**config.mk**
```make
export PLATFORM = sky130hd
export DESIGN_NAME = ir_fetch_sequencer
export DESIGN_NICKNAME = d
export VERILOG_FILES = /design/src/rtl/ir_fetch_sequencer.sv
export SDC_FILE = /design/constraint.sdc
export NUM_CORES = 1
export LEC_CHECK = 0
export ABC_AREA = 1
export CAP_MARGIN = 15
export CORE_UTILIZATION = 33
export CTS_BUF_LIST = sky130_fd_sc_hd__clkbuf_16
export DETAILED_ROUTE_END_ITERATION = 8
export GPL_TIMING_DRIVEN = 0
export PLACE_DENSITY = 0.91
export SYNTH_ARGS = -nofsm -noshare
export SYNTH_HDL_FRONTEND = slang
export SYNTH_SLANG_ARGS = --single-unit
```
**constraint.sdc**
```tcl
create_clock -name Clock -period 4.6 [get_ports Clock]
set_clock_uncertainty 0.15 [all_clocks]
set_input_delay 0.92 -clock Clock [delete_from_list [all_inputs] [get_ports Clock]]
set_output_delay 0.92 -clock Clock [all_outputs]
set_load 0.02 [all_outputs]
```
**src/rtl/ir_fetch_sequencer.sv**
```systemverilog
// Two-read instruction fetch: drives memory reads and the PC/IR register controls so that
// one 16-bit instruction is assembled from two byte-wide reads at PC and PC+1.
module ir_fetch_sequencer #(
  parameter bit          BIG_ENDIAN = 1'b0,
  parameter int unsigned TIMEOUT    = 15
) (
  input  logic        Clock,
  input  logic        Reset,
  input  logic        Start,
  input  logic [15:0] PCValue,
  input  logic [7:0]  MemData,
  input  logic        MemReady,
  output logic [15:0] MemAddress,
  output logic        MemRead,
  output logic        PC_E,
  output logic [2:0]  PC_FunSel,
  output logic        IR_E,
  output logic [2:0]  IR_FunSel,
  output logic [15:0] IR_I,
  output logic        Busy,
  output logic        Done,
  output logic        Timeout
);

  localparam int unsigned   CntW     = (TIMEOUT > 0) ? $clog2(TIMEOUT + 1) : 1;
  localparam logic [CntW-1:0] CntLimit = CntW'((TIMEOUT > 0) ? TIMEOUT - 1 : 0);
  localparam logic [CntW-1:0] CntMax   = {CntW{1'b1}};

  localparam logic [2:0] FsIncrement = 3'b001;
  localparam logic [2:0] FsLoad      = 3'b010;
  localparam logic [2:0] FsClrHiWrLo = 3'b100;
  localparam logic [2:0] FsWrLo      = 3'b101;
  localparam logic [2:0] FsWrHi      = 3'b110;

  typedef enum logic [1:0] {StIdle, StReqFirst, StReqSecond, StDone} state_e;

  state_e          state_q, state_d;
  logic [CntW-1:0] cnt_q, cnt_d;
  logic            timeout_q, timeout_d;

  always_ff @(posedge Clock or posedge Reset) begin
    if (Reset) begin
      state_q   <= StIdle;
      cnt_q     <= '0;
      timeout_q <= 1'b0;
    end else begin
      state_q   <= state_d;
      cnt_q     <= cnt_d;
      timeout_q <= timeout_d;
    end
  end

  always_comb begin
    state_d    = state_q;
    cnt_d      = cnt_q;
    timeout_d  = 1'b0;
    MemAddress = 16'h0000;
    MemRead    = 1'b0;
    PC_E       = 1'b0;
    PC_FunSel  = 3'b000;
    IR_E       = 1'b0;
    IR_FunSel  = 3'b000;
    IR_I       = 16'h0000;
    Busy       = 1'b0;
    Done       = 1'b0;

    unique case (state_q)
      StIdle: begin
        cnt_d = '0;
        if (Start) state_d = StReqFirst;
      end
      StReqFirst, StReqSecond: begin
        Busy       = 1'b1;
        MemRead    = 1'b1;
        MemAddress = PCValue;
        // An arriving byte takes priority over an expiring wait limit.
        if (MemReady) begin
          PC_E      = 1'b1;
          PC_FunSel = FsIncrement;
          IR_E      = 1'b1;
          cnt_d     = '0;
          if (state_q == StReqFirst) begin
            state_d = StReqSecond;
            if (BIG_ENDIAN) begin
              IR_FunSel = FsLoad;
              IR_I      = {MemData, 8'h00};
            end else begin
              IR_FunSel = FsClrHiWrLo;
              IR_I      = {8'h00, MemData};
            end
          end else begin
            state_d   = StDone;
            IR_FunSel = BIG_ENDIAN ? FsWrLo : FsWrHi;
            IR_I      = {8'h00, MemData};
          end
        end else if ((TIMEOUT > 0) && (cnt_q == CntLimit)) begin
          state_d   = StIdle;
          timeout_d = 1'b1;
          cnt_d     = '0;
        end else if (cnt_q != CntMax) begin
          cnt_d = cnt_q + 1'b1;
        end
      end
      StDone: begin
        Busy    = 1'b1;
        Done    = 1'b1;
        state_d = StIdle;
      end
      default: state_d = StIdle;
    endcase
  end

  assign Timeout = timeout_q;

endmodule
```
==> impl_metrics.toml <==
[status]
run_status = "completed"

[synth]
netlist-cell-type-count = 17
ys_warnings = 0
mappedNetlistArea_um2 = 808.3
synth_seq_area_share_pct = 21.67
yosys_register_bits = 7
syn_inst = 138
avg_cell_area_syn_um2 = 5.857

[worst_setup_path]
worst_path_most_repeated_cell = "clkdlybuf4s50_1"
crit_path_top_delay_cell = "clkdlybuf4s50_1"
cp_cell_sequence = "clkdlybuf4s50_1, nand2_1, buf_2, inv_2, buf_4, clkdlybuf4s50_1"
worst_path_largest_cell_delay_ns = 0.60
critPathMaxFanout = 10
cp_launch_type = "input port"
worst-setup-path-type = "in -> out"
timing.critical_path.required_ns = 3.53
crit_path_dat_ns = 2.61
worstSetupEndpointType = "output pin"

[cts]
tritoncts_clock_tree = "done"
clock_latency_ns = 0.23
cts_buffer_depth = 2
cts_htree_levels = 1
cts_clk_pin_slew_worst_paths_ns = 0.03
post_cts_buffers = 0
cts_num_sinks = 7
cts_buffers = 3
clockRootBuffer = "clkbuf_16"
cts-resized-gates = 0
ctsHoldBuffers = 0

[floorplanning]
floorplan.die_area_um2 = 2651
dieWidth_um = 51.49
floorplan.core_area_um2 = 2255
die_y_um = 51.49
io-pin-count = 72
start_util_pct = 35.85
num_rows = 17

[drt]
route.detailed.drc = 0
routed_length_per_instance_um = 9.113
via_per_inst = 3.988
antenna_violating_nets_remaining = 0
dr.first_iter.drc_count = 22
num_vias = 957
drtPass1Iterations = 4
wl_um = 2187

[flow_run]
max_cap_violations = 0

[sta]
final_critical_path_setup_slack_ns = 0.9155
finalMaxSlewViolations = 0
finalCritPeriodShare_pct = 80.10
final_setup_violation_count = 0
finalWorstPathRequiredPeriod_ns = 3.684
report.final.hold_viol_count = 0
achievable-frequency_mhz = 271.4
hold_slack_ns = 0.3595
grt_setup_unrepaired = "false"
setup_total_negative_slack_ns = 0

[layout]
finalNetCount = 245
antennaDiodeCount = 0
finalInstanceArea_um2 = 1560
layoutNonFillerInstCount = 240
area_delta_synth_final_pct = 93.03
drive_gt1_share_pct = 13.68
mostFrequentLayoutCell = "clkdlybuf4s50_1"
nFillCells = 194
layout_common_cells = "clkdlybuf4s50_1, nand2_1, inv_1, nor2_1, buf_4"
utilization_pct = 69.20

[hold_path]
worstHoldPathType = "reg -> reg"

[power]
pwr_density_cell_nw_per_um2 = 637.0
finalPower_uw = 993.8
p_leak_nw = 0.9115
peakVddDrop_v = 0.0006512

[global_routing]
groute.usage.overall_pct = 17.21
grt_first_pass_wirelength_um = 3381
via_count_of_the_first_global_routing_pass = 819
number_of_antenna_violations_at_the_first_check_in_global_routing = 0
grt_remaining_overflow = 0
grt_start_max_net_pins = 11

[placement]
finalWeightedCongestion = 0.7780
placement.io_buffers = 60
placement.cell_area_um2 = 1481
post-place-ws_ns = 0.9334
placed_cells = 236
hpwl_um = 1837
## kinds of logic (layout without fill, tap and decap cells)
| logic type | after synthesis | in the layout | share of synthesized area, % |
|---|---|---|---|
| compound gates | 2 | 2 | 1.393 |
| flops | 7 | 7 | 21.67 |
| simple gates | 69 | 69 | 36.69 |
| fa+ha+maj | 4 | 4 | 6.192 |
| other cells | 1 | 11 | 0.4640 |
| buf+inv | 55 | 119 | 33.59 |
## sequential cells by signal (all words and copies together), names as in the netlist
name,flops
Timeout,1
cnt_q,4
state_q,2
## worst paths after layout
| check | from | end | slack, ns | cells past startpoint |
|---|---|---|---|---|
| max reg2reg | state_q[0]$_DFFE_PP0P_ | state_q[1]$_DFFE_PP0P_ | 2.91 | 8 |
| min | cnt_q[3]$_DFFE_PP0P_ | cnt_q[3]$_DFFE_PP0P_ | 0.36 | 2 |
| min reg2reg | cnt_q[3]$_DFFE_PP0P_ | cnt_q[3]$_DFFE_PP0P_ | 0.36 | 2 |
| max | MemReady | PC_E | 0.92 | 6 |
| min in group asynchronous | Reset | Timeout$_DFF_PP0_ | 0.76 | 2 |
| max in group asynchronous | Reset | cnt_q[3]$_DFFE_PP0P_ | 3.35 | 2 |
## layer usage
layer  GRT usage [%]  wire length (µm)  vias to the layer above  part of all wire, %
met5               0                 0                        -                    0
met4           10.36                74                        0                  3.4
met3           2.924               217                        6                  9.9
met2           32.90              1110                       51                   51
met1           17.00               785                      397                   36
li1                -                 -                      503                    -
## power breakdown
group / internal, mW / switching (mW)
registers: 0.0768 / 0.0170
clock network: 0.113 / 0.0305
logic: 0.349 / 0.408
total: 0.538 / 0.455
## final cells by class
class                   count  area [µm²]  share of cell area (%)
flip-flops and latches      7       175.2                   11.23
inverters                  38       145.1                   9.302
clock buffers               3       75.07                   4.812
well taps                  28       35.03                   2.245
clock inverters             1       3.754                  0.2406
multi-input cells          86       399.1                   25.58
repair buffers             60       600.6                   38.49
plain buffers              17       126.4                   8.099
## worst max-delay path, delay by kind of cell
family,cells,cell delay [ns]
AND/OR/NAND/NOR,1,0.10
buffers and inverters,5,1.59
## synth_stat cells
master,instances,area share (%)
nand2_1,43,20
inv_1,35,16
nor2_1,17,7.9
buf_4,14,13
dfrtp_1,7,22
ha_1,4,6.2
nand2_2,4,3.1
nand3_1,3,1.9
buf_2,2,1.2
inv_2,2,0.93
a21oi_1,1,0.62
buf_6,1,1.4
conb_1,1,0.46
inv_4,1,0.77
nor2_4,1,1.4
nor2_8,1,2.5
o22ai_1,1,0.77
No activity file was read; power rests on OpenSTA's default activity.
